<file path="config.mk">
export PLATFORM = sky130hd
export DESIGN_NAME = mem_access_unit
export DESIGN_NICKNAME = d
export VERILOG_FILES = /design/src/rtl/mem_access_unit_pkg.sv /design/src/rtl/mem_access_unit.sv
export SDC_FILE = /design/constraint.sdc
export NUM_CORES = 1
export LEC_CHECK = 0
export CORE_UTILIZATION = 40
export CTS_CLUSTER_SIZE = 10
export DETAILED_ROUTE_END_ITERATION = 8
export PLACE_DENSITY = 0.8
export SLEW_MARGIN = 30
export SYNTH_ARGS = -nofsm -noshare
export SYNTH_HDL_FRONTEND = slang
export SYNTH_SLANG_ARGS = --single-unit
</file>
<file path="constraint.sdc">
create_clock -name clk -period 2.9 [get_ports clk]
set_clock_uncertainty 0.2 [all_clocks]
set_input_delay 0.58 -clock clk [delete_from_list [all_inputs] [get_ports clk]]
set_output_delay 0.58 -clock clk [all_outputs]
set_load 0.02 [all_outputs]
</file>
<file path="src/rtl/mem_access_unit_pkg.sv">
// ============================================================================
// Module : mem_access_unit_pkg
// Brief  : Shared pipeline definitions for the data memory access unit.
// Rev    : 1.0 - initial release
// ============================================================================
`default_nettype none

package mem_access_unit_pkg;

  typedef enum logic [1:0] {
    IDLE   = 2'd0,
    ACCESS = 2'd1,
    RESP   = 2'd2
  } state_t;

  localparam int DMEM_WORDS_DEFAULT = 256;

  // A request is illegal when it is not word aligned or falls past the memory.
  function automatic logic addr_is_illegal(input logic [31:0] addr, input int words);
    return (addr[1:0] != 2'b00) || ({2'b00, addr[31:2]} >= 32'(words));
  endfunction

endpackage

`default_nettype wire

</file>
<file path="src/rtl/mem_access_unit.sv">
// ============================================================================
// Module : mem_access_unit
// Brief  : Load/store unit with fixed-latency data memory handshake.
// Rev    : 1.0 - initial release
// ============================================================================
`default_nettype none

module mem_access_unit
  import mem_access_unit_pkg::*;
#(
  parameter int MEM_LATENCY = 1,
  parameter int DMEM_WORDS  = DMEM_WORDS_DEFAULT
) (
  input  logic        clk,
  input  logic        rst,
  input  logic        req_valid,
  output logic        req_ready,
  input  logic        req_write,
  input  logic [31:0] req_addr,
  input  logic [31:0] req_wdata,
  output logic        resp_valid,
  input  logic        resp_ready,
  output logic [31:0] resp_rdata,
  output logic        resp_err,
  output logic [31:0] mem_addr,
  output logic [31:0] mem_write_data,
  output logic        mem_memwrite,
  output logic        mem_memread,
  input  logic [31:0] mem_read_data,
  output logic        busy
);

  localparam logic [3:0] c_cnt_load = 4'(MEM_LATENCY - 1);

  state_t     r_state;
  logic [3:0] r_cnt;
  logic       r_write;
  logic       w_err;

  assign w_err     = addr_is_illegal(req_addr, DMEM_WORDS);
  assign req_ready = (r_state == IDLE);
  assign busy      = (r_state != IDLE);

  always_ff @(posedge clk) begin
    if (rst) begin
      r_state        <= IDLE;
      r_cnt          <= 4'd0;
      r_write        <= 1'b0;
      resp_valid     <= 1'b0;
      resp_rdata     <= 32'd0;
      resp_err       <= 1'b0;
      mem_addr       <= 32'd0;
      mem_write_data <= 32'd0;
      mem_memread    <= 1'b0;
      mem_memwrite   <= 1'b0;
    end else begin
      case (r_state)
        IDLE: begin
          if (req_valid) begin
            r_write <= req_write;
            if (w_err) begin
              // Rejected requests never touch memory.
              r_state    <= RESP;
              resp_valid <= 1'b1;
              resp_err   <= 1'b1;
              resp_rdata <= 32'd0;
            end else begin
              r_state        <= ACCESS;
              r_cnt          <= c_cnt_load;
              mem_addr       <= {2'b00, req_addr[31:2]};
              mem_write_data <= req_write ? req_wdata : 32'd0;
              mem_memread    <= !req_write;
              mem_memwrite   <= req_write;
            end
          end
        end
        ACCESS: begin
          if (r_cnt == 4'd0) begin
            r_state        <= RESP;
            resp_valid     <= 1'b1;
            resp_err       <= 1'b0;
            resp_rdata     <= r_write ? 32'd0 : mem_read_data;
            mem_addr       <= 32'd0;
            mem_write_data <= 32'd0;
            mem_memread    <= 1'b0;
            mem_memwrite   <= 1'b0;
          end else begin
            r_cnt <= r_cnt - 4'd1;
          end
        end
        RESP: begin
          if (resp_ready) begin
            r_state    <= IDLE;
            resp_valid <= 1'b0;
            resp_rdata <= 32'd0;
            resp_err   <= 1'b0;
          end
        end
        default: r_state <= IDLE;
      endcase
    end
  end

endmodule

`default_nettype wire

</file>
==> impl_metrics.sql <==
INSERT INTO impl_metrics (metric_group, metric, value, unit) VALUES
('status', 'outcome', 'finished clean', ''),
('worst_setup_path', 'critPathMaxStageDelay', '0.62', 'ns'),
('floorplanning', 'row_count', '36', ''),
('placed_design', 'preCtsSetupSlack', '-0.0226', 'ns'),
('timing', 'max_freq', '0.365', 'GHz'),
('cts', 'cts-root-buf', 'clkbuf_8', ''),
('final_layout', 'antenna-diode-count', '0', ''),
('cts', 'post_cts_resized', '0', ''),
('worst_setup_path', 'cp-start-kind', 'register', ''),
('detailed_routing', 'route.vias.total', '3461', ''),
('cts', 'cts-buffers-inserted', '9', ''),
('detailed_routing', 'route.detailed.drc', '0', ''),
('worst_hold_path', 'worst_hold_path_type', 'register to register', ''),
('final_layout', 'layout.cells.most_common_list', 'clkdlybuf4s50_1 (200), dfxtp_1 (105), nand2_1 (78), a22o_1 (32), mux2i_1 (32)', ''),
('placed_design', 'area_after_dpl', '6060', 'µm²'),
('timing', 'tightest_slew', '0.630', 'ns'),
('worst_setup_path', 'cp_slowest_cell', 'clkdlybuf4s50_1', ''),
('final_layout', 'filler_cell_count', '773', ''),
('cts', 'cts_tree', 'done', ''),
('worst_setup_path', 'timing.critical_path.max_delay_family', 'buffers and inverters', ''),
('floorplanning', 'dieHeight', '102', 'µm'),
('yosys', 'yosysTopAreaCell', 'dfxtp_1', ''),
('cts', 'postCtsHoldBufs', '0', ''),
('final_layout', 'layout_commonest_cell', 'clkdlybuf4s50_1', ''),
('floorplanning', 'dieArea', '10400', 'µm²'),
('placed_design', 'port_buffers', '200', ''),
('job', 'cap_viol_max_count', '0', ''),
('worst_setup_path', 'cp_cell_sequence', 'inv_1 -> ha_1 -> inv_2 -> clkdlybuf4s50_1', ''),
('detailed_routing', 'drt_first_iter_violations', '47', ''),
('cts', 'worst_setup_hold_path_clk_slew', '0.09', 'ns'),
('timing', 'period_share', '94.5', '%'),
('global_routing', 'antenna_found_initial', '0', ''),
('timing', 'finalWorstSetupSlack', '0.160', 'ns'),
('timing', 'finalSetupViolCount', '0', ''),
('timing', 'finalHoldViolations', '0', ''),
('floorplanning', 'coreArea', '9680', 'µm²'),
('worst_setup_path', 'regToRegSetupSlack', '0.44', 'ns'),
('global_routing', 'grt_max_degree', '35', ''),
('cts', 'clock_sink_count', '105', ''),
('worst_setup_path', 'cp_data_arrival_time', '1.96', 'ns'),
('worst_setup_path', 'crit_path_max_fanout', '9', ''),
('global_routing', 'first_global_vias', '3357', ''),
('worst_setup_path', 'timing.critical_path.to_type', 'output pin', ''),
('placed_design', 'routabilityCongestion', '0.753', ''),
('worst_setup_path', 'critical_path_class', 'register to output pin', ''),
('floorplanning', 'floorplan.io_pins', '203', ''),
('cts', 'htree_levels', '3', ''),
('floorplanning', 'starting_density_of_the_core', '41.1', '%'),
('yosys', 'synthTopCellsByArea', 'dfxtp_1 (53%), mux2i_1 (8.1%), nand2_1 (7.4%), a22o_1 (7.0%), and2_1 (3.5%)', ''),
('final_layout', 'area.sequential', '2100', 'µm²'),
('timing', 'slew_headroom', '57.9', '%'),
('pwr', 'p_per_area', '437', 'nW/µm²'),
('cts', 'clk_latency', '0.38', 'ns'),
('cts', 'postCtsSetupRepairBufs', '0', ''),
('cts', 'cts_max_path_buffers', '2', ''),
('detailed_routing', 'avgRoutedWirePerCell', '14.7', 'µm'),
('detailed_routing', 'finalWirelength', '10500', 'µm'),
('timing', 'layout_min_cycle_time', '2.74', 'ns'),
('final_layout', 'final_net_count', '685', ''),
('yosys', 'yosys_register_bits', '105', ''),
('worst_setup_path', 'critPathBufInv', '3', ''),
('global_routing', 'grt_first_pass_wirelength', '16000', 'µm'),
('yosys', 'yosys_most_used_dff', 'dfxtp_1', ''),
('yosys', 'mappedNetlistArea', '3980', 'µm²'),
('final_layout', 'instances_no_fill', '715', ''),
('timing', 'rsz0062_at_grt', 'no', ''),
('floorplanning', 'die_width', '102', 'µm'),
('timing', 'number_of_max_slew_violations_in_the_final_report', '0', ''),
('worst_setup_path', 'worst_path_required_time', '2.12', 'ns'),
('yosys', 'synth-async-reset-ratio', '0', '%'),
('detailed_routing', 'first_pass_iteration_count_of_the_detailed_router', '4', '');
-- worst register-to-register path: cells and delay by family, from the launching register on --
family | cells | cell delay, ns
AOI/OAI and AO/OA | 3 | 0.83
buffers and inverters | 3 | 0.48
adders and majority gates | 1 | 0.39
DFF | 1 | 0.35
and+or+nand+nor | 1 | 0.15
-- synthesized netlist by cell type (4+ instances only) --
master and instances:
and2_1 22, a22o_1 32, buf_4 4, clkbuf_1 10, mux2i_1 32, nor2_1 4
ha_1 6, dfxtp_1 105, nand3_1 4, a21oi_1 14, o21ai_0 11, buf_6 10
nor4_2 7, inv_1 6, nand2_1 78
-- power breakdown --
group | internal (mW) | switching [mW]
combinational | 0.187 | 0.128
sequential | 1.45 | 0.00405
clock | 0.486 | 0.487
total | 2.12 | 0.618
-- kinds of logic (layout without fill, tap and decap cells) --
family | Yosys count | after routing | synth area share, %
muxes | 34 | 34 | 8.62
AOI/OAI and AO/OA | 70 | 70 | 13.6
and+or+nand+nor | 134 | 134 | 17.4
other | 1 | 2 | 0.0942
buffers and inverters | 35 | 231 | 5.63
DFF | 105 | 105 | 52.8
adders and majority gates | 6 | 6 | 1.89
-- worst paths after layout --
| kind | startpoint | endpoint | cells after the start |
|---|---|---|---|
| max reg2reg | r_state[0] | mem_write_data[12] | 8 |
| min reg2reg | resp_rdata[28] | resp_rdata[28] | 2 |
| min | resp_rdata[28] | resp_rdata[28] | 2 |
| max | r_state[0] | busy | 4 |
-- routing by layer --
metal	up-vias	track usage (%)	routed length [µm]
li1	1700	-	-
met3	15	9.73	1080
met1	1601	22.7	4360
met5	-	0	0
met2	145	33.5	4940
met4	0	7.25	158
-- sequential cells by signal (all words and copies together), names as in the netlist, 2 cells and up --
| name | count |
|---|---|
| mem_addr | 30 |
| resp_rdata | 32 |
| mem_write_data | 32 |
| r_state | 2 |
| r_cnt | 4 |
-- per-stage QoR --
| step | power, mW | TNS, ns | utilization, % | hold slack [ns] |
|---|---|---|---|---|
| global placement | 1.79 | 0 | 62.4 | 0.235 |
| floorplan | 1.63 | 0 | - | 0.254 |
| global route | 2.84 | 0 | 64.7 | 0.286 |
| CTS | 2.77 | 0 | 64.7 | 0.265 |
| finish | 2.74 | 0 | 64.7 | 0.264 |
| detailed placement | 1.80 | -0.0250 | 62.5 | 0.243 |
-- final cells by class --
type | count | share of cell area, %
sequential | 105 | 33.6
timing repair buffer | 208 | 33.4
multi-input combinational | 246 | 26.5
tap | 133 | 2.66
clock buffer | 11 | 2.10
clock inverter | 4 | 1.22
inverter | 8 | 0.479
(Power assumes the default switching activity.)
